<file path="src/rtl/aes_pkg.sv">
// rtl/aes_pkg.sv - shared AES word type, round constants and S-box helpers
package aes_pkg;

  typedef logic [31:0] word_t;

  // Rcon[1] sits in the top byte, Rcon[10] in the bottom byte
  localparam logic [79:0] RCON = 80'h01_02_04_08_10_20_40_80_1b_36;

  function automatic int nr(input int nk);
    return nk + 6;
  endfunction

  function automatic logic [7:0] rcon(input logic [3:0] idx);
    logic [7:0] r;
    r = 8'h00;
    for (int i = 1; i <= 10; i++) begin
      if (idx == 4'(i)) r = RCON[8*(10-i) +: 8];
    end
    return r;
  endfunction

  function automatic logic [7:0] gf_mul(input logic [7:0] a, input logic [7:0] b);
    logic [7:0] p, aa;
    p  = 8'h00;
    aa = a;
    for (int i = 0; i < 8; i++) begin
      if (b[i]) p = p ^ aa;
      aa = {aa[6:0], 1'b0} ^ (aa[7] ? 8'h1b : 8'h00);
    end
    return p;
  endfunction

  // Inverse as x^254 (product of x^2..x^128), then the FIPS affine map
  function automatic logic [7:0] sbox(input logic [7:0] x);
    logic [7:0] sq, inv;
    sq  = x;
    inv = 8'h01;
    for (int k = 1; k < 8; k++) begin
      sq  = gf_mul(sq, sq);
      inv = gf_mul(inv, sq);
    end
    return inv ^ {inv[6:0], inv[7]} ^ {inv[5:0], inv[7:6]} ^
           {inv[4:0], inv[7:5]} ^ {inv[3:0], inv[7:4]} ^ 8'h63;
  endfunction

  function automatic word_t sub_word(input word_t x);
    return {sbox(x[31:24]), sbox(x[23:16]), sbox(x[15:8]), sbox(x[7:0])};
  endfunction

endpackage

</file>
<file path="src/rtl/invkeysched_g.sv">
// rtl/invkeysched_g.sv - key expansion g() function selected by word index j
module invkeysched_g
  import aes_pkg::*;
#(
  parameter int NK = 4
) (
  input  word_t      x_i,
  input  logic [5:0] j_i,
  output word_t      g_o
);

  logic [5:0] j_mod;
  logic [3:0] j_div;
  word_t      sub_in;
  word_t      sub_out;

  assign j_mod   = j_i % 6'(NK);
  assign j_div   = 4'(j_i / 6'(NK));
  assign sub_in  = (j_mod == 6'd0) ? {x_i[23:0], x_i[31:24]} : x_i;
  assign sub_out = sub_word(sub_in);

  always_comb begin
    if (j_mod == 6'd0) begin
      g_o = sub_out ^ {rcon(j_div), 24'h000000};
    end else if (NK == 8 && j_mod == 6'd4) begin
      g_o = sub_out;
    end else begin
      g_o = x_i;
    end
  end

endmodule

</file>
<file path="src/rtl/invkeysched_iter.sv">
// rtl/invkeysched_iter.sv - iterative inverse AES key schedule, round keys Nr..0 on a stream
module invkeysched_iter
  import aes_pkg::*;
#(
  parameter int WORD = 32,
  parameter int NB   = 4,
  parameter int NK   = 4
) (
  input  logic                 clk,
  input  logic                 rst,
  input  logic                 i_load,
  input  logic [WORD*NK-1:0]   i_key,
  output logic                 o_rk_valid,
  input  logic                 i_rk_ready,
  output logic [WORD*NB-1:0]   o_rk,
  output logic [3:0]           o_rk_idx,
  output logic                 o_busy,
  output logic                 o_done
);

  localparam int NR = nr(NK);
  localparam int NW = 4 * (NR + 1);
  localparam int KW = WORD * NB;

  if (WORD != 32 || NB != 4) begin : g_bad_shape
    $error("invkeysched_iter: WORD must be 32 and NB must be 4");
  end
  if (NK != 4 && NK != 6 && NK != 8) begin : g_bad_nk
    $error("invkeysched_iter: NK must be 4, 6 or 8");
  end

  typedef enum logic [1:0] {IDLE, EMIT, STEP, DONE} state_t;

  state_t             state_q;
  logic [WORD*NK-1:0] win_q;
  logic [5:0]         l_q;
  logic [3:0]         r_q;
  logic [KW-1:0]      rk_q;
  logic [3:0]         idx_q;
  logic               valid_q, busy_q, done_q;

  // Window W[0] lives in the MSBs, matching the i_key layout
  logic [WORD*NK-1:0] shift_win;
  logic [5:0]         j;
  word_t              g_out, new_word;
  logic [6:0]         r4_cur, r4_dec, l_ext, l_dec, off_hold, off_step;
  logic               hold_ok, step_ok;
  logic [KW-1:0]      rk_hold, rk_step;

  assign j = l_q + 6'(NK - 1);

  invkeysched_g #(.NK(NK)) u_g (
    .x_i (win_q[2*WORD-1 -: WORD]),
    .j_i (j),
    .g_o (g_out)
  );

  assign new_word  = win_q[WORD-1:0] ^ g_out;
  assign shift_win = {new_word, win_q[WORD*NK-1:WORD]};

  assign r4_cur   = {1'b0, r_q, 2'b00};
  assign r4_dec   = {1'b0, r_q - 4'd1, 2'b00};
  assign l_ext    = {1'b0, l_q};
  assign l_dec    = l_ext - 7'd1;
  assign off_hold = r4_dec - l_ext;
  assign off_step = r4_cur - l_dec;
  assign hold_ok  = (r4_dec >= l_ext);
  assign step_ok  = (r4_cur >= l_dec);

  always_comb begin
    rk_hold = '0;
    rk_step = '0;
    for (int o = 0; o <= NK - 4; o++) begin
      if (off_hold == 7'(o)) rk_hold = win_q[WORD*(NK-4-o) +: KW];
      if (off_step == 7'(o)) rk_step = shift_win[WORD*(NK-4-o) +: KW];
    end
  end

  always_ff @(posedge clk) begin
    if (!rst) begin
      state_q <= IDLE;
      win_q   <= '0;
      l_q     <= '0;
      r_q     <= '0;
      rk_q    <= '0;
      idx_q   <= '0;
      valid_q <= 1'b0;
      busy_q  <= 1'b0;
      done_q  <= 1'b0;
    end else begin
      case (state_q)
        IDLE: begin
          if (i_load) begin
            state_q <= EMIT;
            win_q   <= i_key;
            l_q     <= 6'(NW - NK);
            r_q     <= 4'(NR);
            rk_q    <= i_key[KW-1:0];
            idx_q   <= 4'(NR);
            valid_q <= 1'b1;
            busy_q  <= 1'b1;
          end
        end
        EMIT: begin
          if (i_rk_ready) begin
            if (r_q == 4'd0) begin
              state_q <= DONE;
              valid_q <= 1'b0;
              done_q  <= 1'b1;
            end else begin
              r_q <= r_q - 4'd1;
              if (hold_ok) begin
                rk_q  <= rk_hold;
                idx_q <= r_q - 4'd1;
              end else begin
                state_q <= STEP;
                valid_q <= 1'b0;
              end
            end
          end
        end
        STEP: begin
          win_q <= shift_win;
          l_q   <= l_q - 6'd1;
          if (step_ok) begin
            state_q <= EMIT;
            rk_q    <= rk_step;
            idx_q   <= r_q;
            valid_q <= 1'b1;
          end
        end
        DONE: begin
          state_q <= IDLE;
          done_q  <= 1'b0;
          busy_q  <= 1'b0;
        end
        default: state_q <= IDLE;
      endcase
    end
  end

  assign o_rk_valid = valid_q;
  assign o_rk       = rk_q;
  assign o_rk_idx   = idx_q;
  assign o_busy     = busy_q;
  assign o_done     = done_q;

endmodule
</file>
<file path="config.mk">
export PLATFORM = sky130hd
export DESIGN_NAME = invkeysched_iter
export DESIGN_NICKNAME = d
export VERILOG_FILES = /design/src/rtl/aes_pkg.sv /design/src/rtl/invkeysched_g.sv /design/src/rtl/invkeysched_iter.sv
export SDC_FILE = /design/constraint.sdc
export NUM_CORES = 2
export LEC_CHECK = 0
export CORE_MARGIN = 1
export CORE_UTILIZATION = 53
export DETAILED_ROUTE_END_ITERATION = 7
export PLACE_DENSITY = 0.71
export SLEW_MARGIN = 30
export SYNTH_ARGS = -nofsm -noshare
export SYNTH_HDL_FRONTEND = slang
export SYNTH_SLANG_ARGS = --single-unit
</file>
<file path="constraint.sdc">
create_clock -name clk -period 30.4 [get_ports clk]
set_input_delay 6.08 -clock clk [delete_from_list [all_inputs] [get_ports clk]]
set_output_delay 6.08 -clock clk [all_outputs]
set_load 0.02 [all_outputs]
</file>
# Yosys cells after proc, flatten, opt, wreduce, memory -nomap -nowiden
# Cells that the tools add are included.
dict set report totals {
  out_inout_bits 135
  register_bits 275
  word_cells 1693
  input_bits 132
}
dict set report classes {
  n_eq_ne 20
  add_sub_neg 6
  reduce_logical 17
  bitwise 778
  magnitude_cmp 2
  mux 861
}
# op n
set ops {}
lappend ops {{bitwise XOR 8 bit} 744}
lappend ops {{two-way mux 8 bit} 424}
lappend ops {{two-way mux 5 bit} 369}
lappend ops {{two-way mux 128 bit} 7}
lappend ops {{case mux 128 bit (3 select lines)} 1}
lappend ops {{case mux 128 bit (2 select lines)} 1}
lappend ops {{two-way mux 32 bit} 2}
lappend ops {{bitwise XOR 32 bit} 2}
lappend ops {{two-way mux 4 bit} 12}
lappend ops {{two-way mux 6 bit} 6}
lappend ops {{two-way mux 7 bit} 5}
lappend ops {{NOT 1 bit, first input constant} 28}
lappend ops {{two-way mux 2 bit} 10}
lappend ops {{== test 4 x 3 -> 1 bit, second input constant} 4}
lappend ops {{NOT 4 bit} 4}
lappend ops {{two-way mux 3 bit} 5}
lappend ops {{zero test 7 bit} 2}
lappend ops {{== test 4 bit, second input constant} 3}
lappend ops {{two-way mux 1 bit} 12}
lappend ops {{inequality test 2 bit, second input constant} 6}
lappend ops {{case mux 4 bit (3 select lines)} 1}
lappend ops {{case mux 6 bit (2 select lines)} 1}
lappend ops {{== test 4 x 2 -> 1 bit, second input constant} 2}
lappend ops {{case mux 2 bit (4 select lines)} 1}
lappend ops {{other kinds (25)} 32}

# Depth between registers and ports, before layout
dict set report depth {
  word_depth 141
  ltp_mapped 77
  ltp_nobuf 63
}

# Modules after synthesis
# Synthesis repeated with hierarchy kept, for this count alone.
dict set report hier_totals {
  hier_cells 9401
  area_unflattened_um2 73558.0
}
# module instances seq_area_each_um2 cells_each area_each_um2
set by_module_without_submodules {}
lappend by_module_without_submodules {invkeysched_g 1 0.0 7877 59781.1}
lappend by_module_without_submodules {invkeysched_iter 1 5505.3 1524 13777.0}

# Worst setup path after synthesis
# No wires, ideal clock.
dict set report synth_timing {
  kind {register to register}
  from {register l_q[1]}
  to {register rk_q[122] (netlist: o_rk[122])}
  slack_ns 13.193
  required_time_ns 30.267
  setup_time_ns 0.133
  path_buffers 8
  stages_incl_launch_ff 68
  synth_period_minus_slack_ns 17.207
  arrival_time_ns 17.074
  path_cell_list {dfxtp_1 inv_1 ha_1 buf_6 mux2i_1 inv_2 clkbuf_1 ha_1 buf_2 nand2_1 xor2_1 inv_2 clkbuf_1 buf_1 ha_1 clkbuf_1 inv_1 nor2_1 (+32 left out) xor2_4 xnor3_2 o32ai_1 xnor2_1 xnor3_2 xnor2_4 xnor3_2 nor2_1 xnor3_1 xnor2_1 xnor2_1 xnor2_1 xnor2_1 xnor3_1 xor3_1 a31o_1 a221oi_1 nor4_2}
}
dict set report synth_between {
  elab_chain_cells 137
  word_cells_on_any_way 429
  cone_classes {add/sub: 4; order compare: 2; eq/ne: 10; mux: 221; bitwise: 188; reduce/logical: 4}
}
# item line_no
set synth_lines {}
lappend synth_lines {{start: declaration} invkeysched_iter.sv:36} ;# logic [5:0] l_q;
lappend synth_lines {{start signal: assignment} invkeysched_iter.sv:96} ;# l_q <= 6'(NW - NK);
lappend synth_lines {{start signal: assignment} invkeysched_iter.sv:124} ;# l_q <= l_q - 6'd1;
lappend synth_lines {{adder 6 x 2 -> 6 bit} invkeysched_iter.sv:50} ;# assign j = l_q + 6'(NK - 1);
lappend synth_lines {{zero test 6 bit} {invkeysched_g.sv:19, invkeysched_g.sv:23}}
lappend synth_lines {{two-way mux 32 bit} invkeysched_g.sv:19} ;# assign sub_in = (j_mod == 6'd0) ? {x_i[23:0], x_i[31:24]} : x_i;
lappend synth_lines {{two-way mux 5 bit, or another cell as far along} aes_pkg.sv:28} ;# aa = {aa[6:0], 1'b0} ^ (aa[7] ? 8'h1b : 8'h00);
lappend synth_lines {{bitwise XOR 8 bit, on equally long branches} {aes_pkg.sv:28, aes_pkg.sv:27}}
lappend synth_lines {{bitwise XOR 8 bit / two-way mux 8 bit (equally long branches)} aes_pkg.sv:27} ;# if (b[i]) p = p ^ aa;
lappend synth_lines {{two-way mux 8 bit / bitwise XOR 8 bit (equally long branches)} aes_pkg.sv:27}
lappend synth_lines {{bitwise XOR 8 bit / two-way mux 8 bit (equally long branches)} aes_pkg.sv:27}
lappend synth_lines {{(+119 left out)} -}
lappend synth_lines {{bitwise XOR 8 bit (3 in a row)} aes_pkg.sv:42} ;# return inv ^ {inv[6:0], inv[7]} ^ {inv[5:0], inv[7:6]} ^
lappend synth_lines {{bitwise XOR 8 bit} aes_pkg.sv:43} ;# {inv[4:0], inv[7:5]} ^ {inv[3:0], inv[7:4]} ^ 8'h63;
lappend synth_lines {{bitwise XOR 32 bit} invkeysched_g.sv:24} ;# g_o = sub_out ^ {rcon(j_div), 24'h000000};
lappend synth_lines {{two-way mux 32 bit} invkeysched_g.sv:23} ;# if (j_mod == 6'd0) begin
lappend synth_lines {{bitwise XOR 32 bit} invkeysched_iter.sv:58} ;# assign new_word = win_q[WORD-1:0] ^ g_out;
lappend synth_lines {{two-way mux 128 bit} invkeysched_iter.sv:75} ;# if (off_step == 7'(o)) rk_step = shift_win[WORD*(NK-4-o) +: KW];
lappend synth_lines {{two-way mux 128 bit} invkeysched_iter.sv:125} ;# if (step_ok) begin
lappend synth_lines {{case mux 128 bit (3 select lines)} invkeysched_iter.sv:91} ;# case (state_q)
lappend synth_lines {{end signal: assignment} invkeysched_iter.sv:98} ;# rk_q <= i_key[KW-1:0];
lappend synth_lines {{end signal: assignment} invkeysched_iter.sv:113} ;# rk_q <= rk_hold;
lappend synth_lines {{end signal: assignment} invkeysched_iter.sv:127} ;# rk_q <= rk_step;
lappend synth_lines {{end: declaration} invkeysched_iter.sv:38} ;# logic [KW-1:0] rk_q;
# Several ways; a longest one is shown, not always the timed one. The select of a mux whose other input is x is not followed.
# A chain may end at the register's enable or synchronous reset.

# Final worst setup path
dict set report layout_timing {
  from {register l_q[0]}
  to {register rk_q[104] (netlist: o_rk[104])}
}
dict set report layout_between {
  elab_chain_cells 138
  word_cells_on_any_way 413
  cone_classes {add/sub: 4; order compare: 2; eq/ne: 2; mux: 212; bitwise: 189; reduce/logical: 4}
}
# item line_no
set layout_lines {}
lappend layout_lines {{adder 6 x 2 -> 6 bit} invkeysched_iter.sv:50}
lappend layout_lines {{zero test 6 bit} {invkeysched_g.sv:19, invkeysched_g.sv:23}}
lappend layout_lines {{two-way mux 32 bit} invkeysched_g.sv:19}
lappend layout_lines {{two-way mux 5 bit, or another cell as far along} aes_pkg.sv:28}
lappend layout_lines {{bitwise XOR 8 bit, on equally long branches} {aes_pkg.sv:28, aes_pkg.sv:27}}
lappend layout_lines {{bitwise XOR 8 bit / two-way mux 8 bit (equally long branches)} aes_pkg.sv:27}
lappend layout_lines {{two-way mux 8 bit / bitwise XOR 8 bit (equally long branches)} aes_pkg.sv:27}
lappend layout_lines {{bitwise XOR 8 bit / two-way mux 8 bit (equally long branches)} aes_pkg.sv:27}
lappend layout_lines {{(+122 left out)} -}
lappend layout_lines {{bitwise XOR 8 bit} aes_pkg.sv:43}
lappend layout_lines {{NOT 4 bit (no line)} -}
lappend layout_lines {{bitwise XOR 32 bit} invkeysched_g.sv:24}
lappend layout_lines {{two-way mux 32 bit} invkeysched_g.sv:23}
lappend layout_lines {{bitwise XOR 32 bit} invkeysched_iter.sv:58}
lappend layout_lines {{two-way mux 128 bit} invkeysched_iter.sv:75}
lappend layout_lines {{two-way mux 128 bit} invkeysched_iter.sv:125}
lappend layout_lines {{case mux 128 bit (3 select lines)} invkeysched_iter.sv:91}
# Several ways; a longest one is shown, not always the timed one. The select of a mux whose other input is x is not followed.

==> summary.md <==
| Metric | Value |
|---|---|
| WHS | 0.4582 ns |
| Die area | 138,000 um2 |
| Clock Sinks | 275 |
| Core box area | 135,500 um2 |
| Drt initial violations | 8,462 |
| Adder-cell share of the synthesized area | 0.6918% |
| CTS buffer count | 29 |
| Yosys reg bits | 275 |
| First-pass GRT wire length | 376,300 um |
| Mapped Area | 72,350 um2 |
| Slew headroom | 26.69% |
| Hold Crit Class | flop to flop |
| CTS tree | done |
| Vias in the first global route | 64,776 |
| Worst-skew pair later-pin latency | 0.58 ns |
| Layout Skew | 0.01489 ns |
| Largest family of logic cells by synthesized area | XOR/XNOR gates |
| Routed WL per cell | 21.62 um |
| Setup CP Type | flop to flop |
| Maximum clock rate | 48.69 MHz |
| CTS max path bufs | 3 |
| Post-synth top area share | 19.32% |
| Min cycle time layout | 20.54 ns |
| WP data required | 30.83 ns |
| Initial antenna violation count | 3 |
| Dpl hpwl | 176,100 um |
| Post-synthesis simple-gate area fraction | 18.85% |
| Clk root buf | clkbuf_16 |
| Compound-cell area share of the yosys netlist | 18.96% |
| CTS Hold Bufs | 0 |
| Synth Instances | 9,515 |
| Largest net degree at the start of global routing | 219 |
| Top metal layer carrying routed signals | met5 |
| Total gr overflow | 0 |
| Area grow syn2layout | 7.909% |
| Die width | 371.5 um |
| Layout cells sized above 1 | 8.122% |
| Post-CTS resize count | 0 |
| Wire length on met1 | 103,700 um |
| Hold Path Origin | o_rk[33] |
| Final Slew Violations | 0 |
| WP data arrival | 20.97 ns |
| Cell taking the most area after synthesis | xnor2_1 |
| Hold Vio Cnt, Final | 0 |
| Worst-Margin Slew | 1.092 ns |
| H-tree Lvls | 1 |
| Num rows | 135 |
| Syn Area/Cell | 7.604 um2 |
| Final Cycle Share | 67.56% |
| Synthesized Nets | 9,683 |
| Port-buffer cells | 266 |
| Main area contributors after synthesis | xnor2_1 (19%), xnor3_1 (11%), dfxtp_1 (7.6%) |
| Router iterations before antenna repair | 7 |
| Sequential element share of the synthesized area | 7.609% |
| Placer Congestion | 0.9862 |
| Post-CTS setup buffers | 0 |
| Effective utilization at floorplan | 53.41% |
| Metal3 WL | 21,370 um |
| WHS Endpoint | o_rk[33] |
| Global-route usage over all layers | 33.47% |
| Vert. Die Dim | 371.5 um |
| Critical path's largest stage delay | 0.85 ns |
| Final WL | 241,900 um |
| Worst reg-to-reg path cell count | 58 |
| Worst reg2reg path startpoint | l_q[0] |
| Crit end category | flop |
| Yosys synthesis warning count | 0 |
| Vias | 70,581 |
| Final nets | 9,554 |
| Clk slew on worst S/H paths | 0.07 ns |
| Post-detailed-route DRC marker count | 0 |
| Post-DR vias/cell | 6.309 |
| R2r setup slk | 9.86 ns |
| ANT nets after route | 0 |
| Hold path cells | 2 |
| Post-synthesis mux area share | 7.111% |
| Post-synthesis xor/xnor area fraction | 42.09% |
| I/O Pins | 267 |
| Async SR Flop Fraction | 0% |
| Slowest-stage cell, CP | xnor3_1 |
| Worst-path fanout max | 36 |
| Number of synthesized flops with an enable pin | 0 |
| Final setup viols | 0 |
| R2R Path End | o_rk[104] |
| Main flop type after synthesis | dfxtp_1 |
| RSZ-0062 raised after global routing | false |
| Most used cell, CP | xnor2_1 |
| Metal2 WL | 107,400 um |
| Max cap viols | 0 |
| Fin Setup TNS | 0 ns |
| Worst setup SP type | flop |
| Status | finished clean |
| Yosys cell types | 117 |
==> sequential cells by signal, indices dropped and copies added, names as in the netlist <==
| signal | flops |
|---|---|
| o_rk | 128 |
| win_q | 128 |
| l_q | 6 |
| o_rk_idx | 4 |
| r_q | 4 |
| state_q | 2 |
| o_busy | 1 |
| o_done | 1 |
| o_rk_valid | 1 |
==> how the worst max path moves through the flow <==
stage          startpoint        end  slack, ns  depth (start not counted)
2_1_floorplan      l_q[1]  o_rk[122]      13.19                         67
3_3_place_gp       l_q[0]  o_rk[110]      10.76                         58
3_5_place_dp       l_q[0]  o_rk[104]      10.24                         58
4_1_cts            l_q[0]  o_rk[104]      10.18                         58
5_1_grt            l_q[0]  o_rk[104]       8.36                         57
6_report           l_q[0]  o_rk[104]       9.86                         58
==> cell type report <==
type                            count  area, um2
Multi-Input combinational cell   8429      64120
Fill cell                       12576      57400
Clock inverter                     12      158.9
Tap cell                         1781       2228
Antenna cell                        1      2.502
Clock buffer                       39      813.3
Inverter                          107      416.7
Timing Repair Buffer              544       4827
Sequential cell                   275       5508
==> cell usage after synthesis, types with 81 or more instances <==
cell type / n
xnor2_1: 1596
nor2_1: 1367
nand2_1: 985
a21oi_1: 521
xor2_1: 463
clkbuf_1: 447
mux2i_1: 383
xnor3_1: 366
o21ai_0: 360
dfxtp_1: 275
nor3_1: 243
a211oi_1: 192
nand3_1: 179
a22oi_1: 162
o211ai_1: 152
buf_2: 138
o22ai_1: 116
buf_1: 85
inv_1: 84
mux2_2: 81
==> placed cells by master, fill, tap and decap left out, types with 81 or more instances in the layout <==
master           netlist  layout
xnor2_1             1596    1546
nor2_1              1367    1364
nand2_1              985     985
a21oi_1              521     521
xor2_1               463     446
mux2i_1              383     381
xnor3_1              366     366
o21ai_0              360     359
dfxtp_1              275     273
buf_4                 22     273
clkdlybuf4s50_1        0     266
nor3_1               243     242
a211oi_1             192     192
nand3_1              179     178
a22oi_1              162     162
o211ai_1             152     152
xnor2_2               79     125
o22ai_1              116     116
inv_1                 84      84
mux2_2                81      81
==> critical path, delay by kind of cell (launching register included) <==
family / cells / cell delay (ns)
buffers and inverters: 4 / 1.36
flip-flops: 1 / 0.49
multiplexers: 3 / 0.86
XOR/XNOR: 32 / 13.25
AND/OR/NAND/NOR: 9 / 1.10
AO/OA/AOI/OAI: 7 / 1.34
adder cells (fa/ha/maj): 3 / 1.88
==> cell families (layout without fill, tap and decap cells) <==
family                   after synthesis  after routing
AO/OA/AOI/OAI                       2081           2081
XOR/XNOR                            2633           2633
adder cells (fa/ha/maj)               41             41
buffers and inverters                811            702
flip-flops                           275            275
multiplexers                         488            488
other                                  0              1
AND/OR/NAND/NOR                     3186           3186
==> through the flow <==
step,setup WS (ns),std cells,instance area [um2],util [%]
4_1_cts,10.18,11185,77840,57.46
6_report,9.861,11188,78070,57.63
5_1_grt,8.358,11188,78070,57.63
2_1_floorplan,13.19,9515,72350,-
3_3_place_gp,10.76,11131,76720,56.63
3_5_place_dp,10.24,11134,76870,56.75
==> metal layers <==
metal,vias to the layer above,GRT usage (%)
li1,32890,-
met1,33704,47.24
met2,3504,52.30
met3,479,4.313
met4,4,11.32
met5,-,0
Power is left out: the tool's default activity adds up to more than one toggle a clock period on the data nets, which glitch-free logic cannot reach.
